$ cat src/rtl/load_store_unit_pkg.sv
// mips_mem_pkg: shared definitions for the load/store unit.
//   - Opcode encodings OP_LB..OP_SW (MIPS I memory-op primary opcodes).
//   - FSM state enum, access-size encoding, and default parameters.
//   - op_size(): maps an opcode to its access size (ILLEGAL for non-memory ops).
// No ports (package only).
package mips_mem_pkg;

    localparam logic [5:0] OP_LB  = 6'h20;
    localparam logic [5:0] OP_LH  = 6'h21;
    localparam logic [5:0] OP_LW  = 6'h23;
    localparam logic [5:0] OP_LBU = 6'h24;
    localparam logic [5:0] OP_LHU = 6'h25;
    localparam logic [5:0] OP_SB  = 6'h28;
    localparam logic [5:0] OP_SH  = 6'h29;
    localparam logic [5:0] OP_SW  = 6'h2B;

    localparam int DEF_MEM_DEPTH   = 256;
    localparam int DEF_MEM_LATENCY = 1;

    typedef enum logic [2:0] {
        IDLE   = 3'd0,
        RD     = 3'd1,
        WR     = 3'd2,
        RMW_RD = 3'd3,
        RMW_WR = 3'd4,
        RESP   = 3'd5
    } lsu_state_t;

    typedef enum logic [1:0] {
        BYTE    = 2'd0,
        HALF    = 2'd1,
        WORD    = 2'd2,
        ILLEGAL = 2'd3
    } acc_size_t;

    function automatic acc_size_t op_size(input logic [5:0] op);
        case (op)
            OP_LB, OP_LBU, OP_SB: op_size = BYTE;
            OP_LH, OP_LHU, OP_SH: op_size = HALF;
            OP_LW, OP_SW:         op_size = WORD;
            default:              op_size = ILLEGAL;
        endcase
    endfunction

endpackage

$ cat src/rtl/load_store_unit_lane_align.sv
// mem_lane_align: combinational byte-lane steering shared by the load and
// read-modify-write paths.
//   i_opcode   : latched memory opcode
//   i_lane     : byte address bits [1:0]
//   i_old_word : word read from memory
//   i_wdata    : store data (rt)
//   o_merged   : old word with the store bytes inserted (sb/sh), or i_wdata (sw)
//   o_load     : extracted and sign/zero-extended load data
module mem_lane_align
    import mips_mem_pkg::*;
(
    input  logic [5:0]  i_opcode,
    input  logic [1:0]  i_lane,
    input  logic [31:0] i_old_word,
    input  logic [31:0] i_wdata,
    output logic [31:0] o_merged,
    output logic [31:0] o_load
);

    logic [7:0]  w_byte;
    logic [15:0] w_half;

    assign w_byte = i_old_word[{i_lane, 3'b000} +: 8];
    // Halfword selection uses only addr[1]; addr[0] is dropped when misaligned
    // accesses are allowed to proceed.
    assign w_half = i_lane[1] ? i_old_word[31:16] : i_old_word[15:0];

    always_comb begin
        o_merged = i_old_word;
        o_load   = i_old_word;
        case (i_opcode)
            OP_LB:  o_load = {{24{w_byte[7]}}, w_byte};
            OP_LBU: o_load = {24'h0, w_byte};
            OP_LH:  o_load = {{16{w_half[15]}}, w_half};
            OP_LHU: o_load = {16'h0, w_half};
            OP_SB:  o_merged[{i_lane, 3'b000} +: 8] = i_wdata[7:0];
            OP_SH: begin
                if (i_lane[1]) o_merged[31:16] = i_wdata[15:0];
                else           o_merged[15:0]  = i_wdata[15:0];
            end
            OP_SW:  o_merged = i_wdata;
            default: ;
        endcase
    end

endmodule

$ cat src/rtl/load_store_unit.sv
// load_store_unit: sequences one data-memory access per request between the
// EX stage and a word-indexed data memory.
// Ports:
//   clk, rst_n                      clock, async active-low reset
//   req_valid/req_ready             request handshake (ready only in IDLE)
//   req_opcode/req_addr/req_wdata   memory opcode, byte address, store data
//   mem_address/mem_write_data      word index and write word to memory
//   mem_opcode                      constant full-word op (0x2B)
//   MemRead/MemWrite                memory strobes, each held MEM_LATENCY cycles
//   mem_read_data                   word returned by memory
//   resp_valid/resp_ready           response handshake
//   resp_rdata/resp_exc             extended load data (0 for stores), fault flag
// Build option: MISALIGN_TRAP_EN -- when defined, misaligned half/word
// accesses fault; otherwise the low address bits are truncated.
//
// state  | meaning
// IDLE   | waiting for a request; fault check on accept
// RD     | load: MemRead for MEM_LATENCY cycles, sample on the last
// WR     | sw: MemWrite for MEM_LATENCY cycles
// RMW_RD | sb/sh: read old word for MEM_LATENCY cycles
// RMW_WR | one idle gap cycle, then MemWrite of merged word for MEM_LATENCY cycles
// RESP   | resp_valid held until resp_ready
module load_store_unit
    import mips_mem_pkg::*;
#(
    parameter int MEM_DEPTH   = DEF_MEM_DEPTH,
    parameter int MEM_LATENCY = DEF_MEM_LATENCY
) (
    input  logic        clk,
    input  logic        rst_n,
    input  logic        req_valid,
    output logic        req_ready,
    input  logic [5:0]  req_opcode,
    input  logic [31:0] req_addr,
    input  logic [31:0] req_wdata,
    output logic [31:0] mem_address,
    output logic [31:0] mem_write_data,
    output logic [5:0]  mem_opcode,
    output logic        MemRead,
    output logic        MemWrite,
    input  logic [31:0] mem_read_data,
    output logic        resp_valid,
    input  logic        resp_ready,
    output logic [31:0] resp_rdata,
    output logic        resp_exc
);

    localparam logic [3:0] LAT_LAST = 4'(MEM_LATENCY - 1);
    localparam logic [3:0] LAT_GAP  = 4'(MEM_LATENCY);

    lsu_state_t  r_state, w_next;
    logic [5:0]  r_op;
    logic [31:0] r_addr, r_wdata, r_rdata, r_resp_rdata;
    logic        r_exc;
    logic [3:0]  r_cnt;

    logic        w_accept, w_last, w_fault, w_range;
    acc_size_t   w_size;
    logic [31:0] w_old, w_merged, w_load;

    assign w_accept = req_valid && (r_state == IDLE);
    assign w_last   = (r_cnt == 4'd0);
    assign w_size   = op_size(req_opcode);
    assign w_range  = {2'b00, req_addr[31:2]} >= 32'(MEM_DEPTH);

`ifdef MISALIGN_TRAP_EN
    logic w_misalign;
    assign w_misalign = ((w_size == HALF) && req_addr[0]) ||
                        ((w_size == WORD) && (req_addr[1:0] != 2'b00));
    assign w_fault    = (w_size == ILLEGAL) || w_range || w_misalign;
`else
    assign w_fault    = (w_size == ILLEGAL) || w_range;
`endif

    // Read states steer the live memory word; RMW_WR merges into the saved copy.
    assign w_old = ((r_state == RD) || (r_state == RMW_RD)) ? mem_read_data : r_rdata;

    mem_lane_align u_align (
        .i_opcode   (r_op),
        .i_lane     (r_addr[1:0]),
        .i_old_word (w_old),
        .i_wdata    (r_wdata),
        .o_merged   (w_merged),
        .o_load     (w_load)
    );

    always_ff @(posedge clk or negedge rst_n) begin
        if (!rst_n) r_state <= IDLE;
        else        r_state <= w_next;
    end

    always_comb begin
        w_next = r_state;
        case (r_state)
            IDLE: begin
                if (req_valid) begin
                    if (w_fault)                                      w_next = RESP;
                    else if (req_opcode == OP_SW)                     w_next = WR;
                    else if (req_opcode == OP_SB || req_opcode == OP_SH) w_next = RMW_RD;
                    else                                              w_next = RD;
                end
            end
            RD:      if (w_last) w_next = RESP;
            WR:      if (w_last) w_next = RESP;
            RMW_RD:  if (w_last) w_next = RMW_WR;
            RMW_WR:  if (w_last) w_next = RESP;
            RESP:    if (resp_ready) w_next = IDLE;
            default: w_next = IDLE;
        endcase
    end

    always_comb begin
        req_ready      = (r_state == IDLE);
        resp_valid     = (r_state == RESP);
        MemRead        = (r_state == RD) || (r_state == RMW_RD);
        MemWrite       = 1'b0;
        mem_write_data = 32'h0;
        case (r_state)
            WR: begin
                MemWrite       = 1'b1;
                mem_write_data = r_wdata;
            end
            RMW_WR: begin
                // First RMW_WR cycle (counter still at reload value) is the gap.
                MemWrite       = (r_cnt != LAT_GAP);
                mem_write_data = w_merged;
            end
            default: ;
        endcase
    end

    assign mem_address = {2'b00, r_addr[31:2]};
    assign mem_opcode  = OP_SW;
    assign resp_rdata  = r_resp_rdata;
    assign resp_exc    = r_exc;

    always_ff @(posedge clk or negedge rst_n) begin
        if (!rst_n) begin
            r_op         <= 6'h0;
            r_addr       <= 32'h0;
            r_wdata      <= 32'h0;
            r_rdata      <= 32'h0;
            r_resp_rdata <= 32'h0;
            r_exc        <= 1'b0;
            r_cnt        <= 4'h0;
        end else if (w_accept) begin
            r_op         <= req_opcode;
            r_addr       <= req_addr;
            r_wdata      <= req_wdata;
            r_exc        <= w_fault;
            r_resp_rdata <= 32'h0;
            r_cnt        <= LAT_LAST;
        end else begin
            if (r_cnt != 4'd0) r_cnt <= r_cnt - 4'd1;
            if (r_state == RD && w_last) r_resp_rdata <= w_load;
            if (r_state == RMW_RD && w_last) begin
                r_rdata <= mem_read_data;
                r_cnt   <= LAT_GAP;
            end
        end
    end

endmodule

$ cat config.mk
export PLATFORM = sky130hd
export DESIGN_NAME = load_store_unit
export DESIGN_NICKNAME = d
export VERILOG_FILES = /design/src/rtl/load_store_unit_pkg.sv /design/src/rtl/load_store_unit_lane_align.sv /design/src/rtl/load_store_unit.sv
export SDC_FILE = /design/constraint.sdc
export NUM_CORES = 1
export LEC_CHECK = 0
export ABC_AREA = 0
export BUFFER_PORTS_ARGS = -buffer_cell sky130_fd_sc_hd__buf_2
export CAP_MARGIN = 20
export CELL_PAD_IN_SITES_DETAIL_PLACEMENT = 2
export CELL_PAD_IN_SITES_GLOBAL_PLACEMENT = 2
export CORE_ASPECT_RATIO = 0.9
export CORE_MARGIN = 4
export CORE_UTILIZATION = 28
export DETAILED_ROUTE_END_ITERATION = 10
export HOLD_SLACK_MARGIN = 0.03
export PLACE_DENSITY = 0.78
export SLEW_MARGIN = 20
export SYNTH_ARGS = -nofsm -noshare
export SYNTH_HDL_FRONTEND = slang
export SYNTH_SLANG_ARGS = --single-unit
$ cat constraint.sdc
create_clock -name clk -period 2.1 [get_ports clk]
set_input_delay 0.105 -clock clk [delete_from_list [all_inputs] [get_ports clk]]
set_output_delay 0.105 -clock clk [all_outputs]
set_load 0.05 [all_outputs]
Yosys cells after proc, flatten, opt, wreduce, memory -nomap -nowiden:

Index checks and enable logic that the tools add are counted.

* output and inout port bits: 107
* logic and storage cells: 81
* input bits: 106
* flip-flop bits (word level): 142

* bitwise operators: 1
* $lt $le $gt $ge: 1
* reduce and logical (&&, ||, !) cells: 17
* muxes and demuxes: 23
* add/sub/neg operators: 2
* eq/ne operators: 26
* shift operators: 3

Operators by type and width (count)
* $pmux W32 S4: 1
* $mux W32: 3
* $pmux W32 S3: 1
* $eq A6 B6 Y1 const B: 15
* $pmux W32 S2: 1
* $mux W16: 3
* $bwmux W32: 1
* $shift A8 B7 Y32 const A: 1
* $shiftx A32 B6 Y8: 1
* $shiftx A8 B7 Y32: 1
* $ge A30 B9 Y1 const B: 1
* $mux W3: 5
* $mux W4: 3
* $pmux W3 S4: 1
* $reduce_or A3 Y1: 3
* $neg A5 Y7: 1
* $eq A3 B2 Y1 const B: 2
* $eq A3 B3 Y1 const B: 2
* $pmux W2 S3: 1
* $logic_not A4 Y1: 1
* $mux W2: 2
* $ne A2 B1 Y1 const B: 2
* $ne A2 B2 Y1 const B: 2
* $ne A4 B1 Y1 const B: 1
* 14 further kinds: 18

Longest topological paths before layout:

* depth after elaboration: 8
* mapped depth: 10
* gate-level depth less buffers: 7

By module:

From an unflattened synthesis, not the netlist that was laid out.

* cells, all modules: 906
* area total of the unflattened synthesis: 8415.6 µm²

By module, submodules not included
* load_store_unit: instances 1, seq. area each 3553.4 µm², cells an instance 623, area an instance 6546.3 µm²
* mem_lane_align: instances 1, seq. area each 0.0 µm², cells an instance 283, area an instance 1869.3 µm²

Least setup slack after synthesis:

Ideal clock, no wire load.

* path type: reg2out
* from: register r_state[2]
* to: output mem_write_data[29]
* cell stages (with the launch flop): 10
* buffers on the path: 3
* arrival: 2.577 ns
* required time: 1.995 ns
* setup slack: -0.582 ns
* cell sequence: dfrtp_1 -> nand2b_2 -> buf_6 -> inv_4 -> buf_6 -> buf_2 -> nand2_1 -> nand2_1 -> a21oi_1 -> o21ai_0

* longest elaborated chain between the ends: 6

RTL lines
* start: declaration: line load_store_unit.sv:51 `lsu_state_t r_state, w_next;`
* start signal: assignment: line load_store_unit.sv:89 `else r_state <= w_next;`
* $eq A3 B1 Y1 / $eq A3 B2 Y1 (equally long branches)
* $logic_or A1 B1 Y1 (*)
* named net MemRead: line load_store_unit.sv:39 `output logic MemRead,`
* $mux W32 (*): line load_store_unit.sv:76 `assign w_old = ((r_state == RD) || (r_state == RMW_RD)) ? mem_read_data : r_rdata;`
* $mux W16 / $bwmux W32 (equally long branches): line load_store_unit_lane_align.sv:38, load_store_unit_lane_align.sv:36
* $pmux W32 S3 (*): line load_store_unit_lane_align.sv:31 `case (i_opcode)`
* $pmux W32 S2 (*): line load_store_unit.sv:118 `case (r_state)`
* end: declaration: line load_store_unit.sv:37 `output logic [31:0] mem_write_data,`

The timed path passes the listed nets; every way through them passes the cells marked *.

Worst setup path after layout:

* from: register r_op[2]
* to: output mem_write_data[14]

* longest elaborated chain between the ends: 3

RTL lines
* start: declaration: line load_store_unit.sv:52 `logic [5:0] r_op;`
* start signal: assignment: line load_store_unit.sv:147 `r_op <= req_opcode;`
* $eq A6 B6 Y1: line load_store_unit_lane_align.sv:31
* $pmux W32 S3 (*): line load_store_unit_lane_align.sv:31
* $pmux W32 S2 (*): line load_store_unit.sv:118

Every way passes the cells marked *; elsewhere a longest branch is shown, timed or not.

==> results.ini <==
[min_path]
hold_class=in -> reg
holdPathStages=3

[layout]
fillers=2879
finalInstanceArea_um2=12500
seq_area_um2=3560
multi_input_area_um2=4480
diodes=0
final_core_util_pct=45.9
nNetsFinal=1350
drive_above_1_share_pct=42.2
area_delta_synth_final_pct=60.2

[timing]
finalHoldViolCount=0
rsz0062_at_grt=true
clock_skew_ps=17.5
setup_violations=85
drv_slew=0
setup_tns_ps=-18600
worstMarginPinSlew_ps=590
slew_headroom_pct=60.7
layout_worst_path_cycle_share_pct=129
setup_slack_ps=-605
min_period_ps=2710
fmax_mhz=370

[clock_network]
cts.sinks=142
htreeDepth=4
clock_latency_ps=450
clk_pin_slew_worst_paths_ps=60
cts_made_buffers=17
cts_tree=done
cts-root-buf=clkbuf_16
cts.path.max_buffers=2

[critical_path]
crit_top_cell=buf_4
arrival_ps=2600
r2r_cells=8
crit_path_max_fanout=4
max_stage_delay_ps=450
worst_setup_path_start_kind=register
crit_path_cell_trace=nor4bb_2, buf_4, buf_4, inv_1, a2111oi_4, a221o_2, buf_8
path_class=reg -> out
slowest_stage=dfrtp_1
crit_required_ps=2000
endpoint_kind=primary output

[flow_run]
maxCapViolations=0

[floorplanning]
rows=57
start_util_pct=28.6
design.die.area_um2=30600
core_area_um2=27200
die_y_um=166
fp.dieW_um=184
num_io_pins=213

[pwr]
p_leak_uw=0.00590
ir_worst_vdd_mv=0.743
powerDensity_nw_per_um2=1440

[route]
met3_length_um=3670
via_per_inst=5.68
wl_per_cell_um=31.2
wirelength_um=49900
ant_nets=0
dr.pass1.iters=5
vias=9095
routed.top_layer=met5
met2_length_um=24200
drc=0
drtIter0Drc=725
m1WireLength_um=19100

[global_routing]
grt_usage_pct=28.3
grt_first_pass_wirelength_um=65900
grt_start_max_net_pins=77
antenna_found_initial=1
gr-total-overflow=0
grt_pass1_vias=9911

[logic_synthesis]
synth_cell_types=64
async_flop_share_pct=100
ys_seq_area_share_pct=45.5
synth_edf_count=0
syn-cell-area_um2=7800
syn-instance-count=887
ys_ff_latch=142
ys.flop_type=dfrtp_1
ys_warn_count=0
syn_area_per_cell_um2=8.80

[place]
io_buffer_count=204
dpl-instance-area_um2=9670
gp_congestion=0.892
place_hpwl_um=25400

[outcome]
outcome=finished, violations left
violations=setup timing

==> sequential cells by signal, indices dropped and copies added (netlist names) <==
register    count
r_addr         32
r_cnt           4
r_op            6
r_rdata        32
r_state         3
r_wdata        32
resp_exc        1
resp_rdata     32
==> cell usage after synthesis, types with 3 or more instances <==
cell | count | area share, %
a221o_1 | 8 | 1.0
mux4_2 | 7 | 2.0
o21ai_1 | 12 | 0.77
nor2_1 | 42 | 2.0
buf_2 | 15 | 0.96
a21oi_1 | 17 | 1.1
and3_1 | 5 | 0.40
a22o_1 | 10 | 1.1
a22oi_1 | 34 | 3.3
nor3_1 | 6 | 0.38
o21ai_0 | 43 | 2.8
nand3_1 | 24 | 1.5
a221oi_1 | 5 | 0.56
nor2b_1 | 9 | 0.72
a21o_1 | 5 | 0.48
dfrtp_1 | 142 | 46
inv_1 | 9 | 0.43
a2bb2oi_1 | 3 | 0.34
ha_1 | 8 | 1.3
nor4_1 | 5 | 0.40
mux2_2 | 33 | 4.8
a31oi_1 | 12 | 0.96
clkbuf_1 | 29 | 1.4
nand2_1 | 301 | 14
mux2i_1 | 12 | 1.5
buf_4 | 42 | 4.0
==> placed cells by master, fill, tap and decap left out, types with 13 or more instances in the layout <==
cell type      Yosys  layout
nand2_1          301     290
buf_2             15     170
dfrtp_1          142     137
dlygate4sd3_1      0     102
buf_4             42      78
buf_6              2      33
mux2_2            33      32
nor2_1            42      30
a22oi_2            0      19
clkbuf_16          0      18
o21ai_2            0      17
o21ai_1           12      16
buf_8              0      16
a22oi_1           34      15
o21ai_0           43      14
buf_12             0      14
nand3_1           24      13
==> timing repair <==
item	CTS	global route
hold endpoints to repair	152	0
hold buffers	102	0
gates resized for setup	129	109
endpoints found under the setup margin	78	84
pin swaps	29	36
gates cloned	0	1
setup buffers	18	17
==> per-layer routing <==
layer | global-route usage (%) | up-vias
li1 | - | 3690
met1 | 35.1 | 4660
met2 | 47.5 | 558
met3 | 5.96 | 185
met4 | 12.0 | 2
met5 | 1.76 | -
==> path summary, 6_finish.rpt <==
path,startpoint,endpoint,slack (ps)
min in group asynchronous,rst_n,resp_rdata[18],200
max,r_op[2],mem_write_data[14],-610
max in group asynchronous,rst_n,r_rdata[31],1160
max reg2reg,r_addr[1],resp_rdata[10],-200
min reg2reg,r_addr[30],r_addr[30],480
min,resp_ready,r_state[2],70
==> stage by stage <==
step / setup WS (ps) / hold WS (ps) / std cells / total power, uW
after floorplan: -80.7 / -191 / 893 / 9590
after global placement: -67.5 / 125 / 1434 / 11800
after detailed placement: -233 / 132 / 1434 / 12100
after CTS: -313 / 52.0 / 1585 / 16300
after global routing: -639 / 84.5 / 1602 / 18600
final: -605 / 72.6 / 1602 / 18100
==> report_power, final <==
group	switching, uW	internal, uW
registers	1070	3590
logic	6790	3270
clock network	1460	1870
total	9320	8730
==> worst max-delay path, delay by kind of cell (launching register included) <==
kind | cells | cell delay [ps]
buffers and inverters | 4 | 690
AO/OA/AOI/OAI | 2 | 610
flip-flops | 1 | 450
AND/OR/NAND/NOR | 1 | 410
==> area by class of cell <==
cell class,count,area share (%)
Multi-Input combinational cell,651,35.9
Sequential cell,142,28.5
Timing Repair Buffer,414,27.0
Tap cell,354,3.54
Clock buffer,18,3.43
Clock inverter,13,1.31
Inverter,10,0.380
==> logic make-up after synthesis <==
family / share of synthesized area, %
mux: 8.52
simple gates: 23.0
other cells: 0.0963
compound gates: 14.1
flops: 45.5
fa+ha+maj: 1.28
xor+xnor: 0.225
buf+inv: 7.31
No activity file was read; power rests on OpenSTA's default activity.
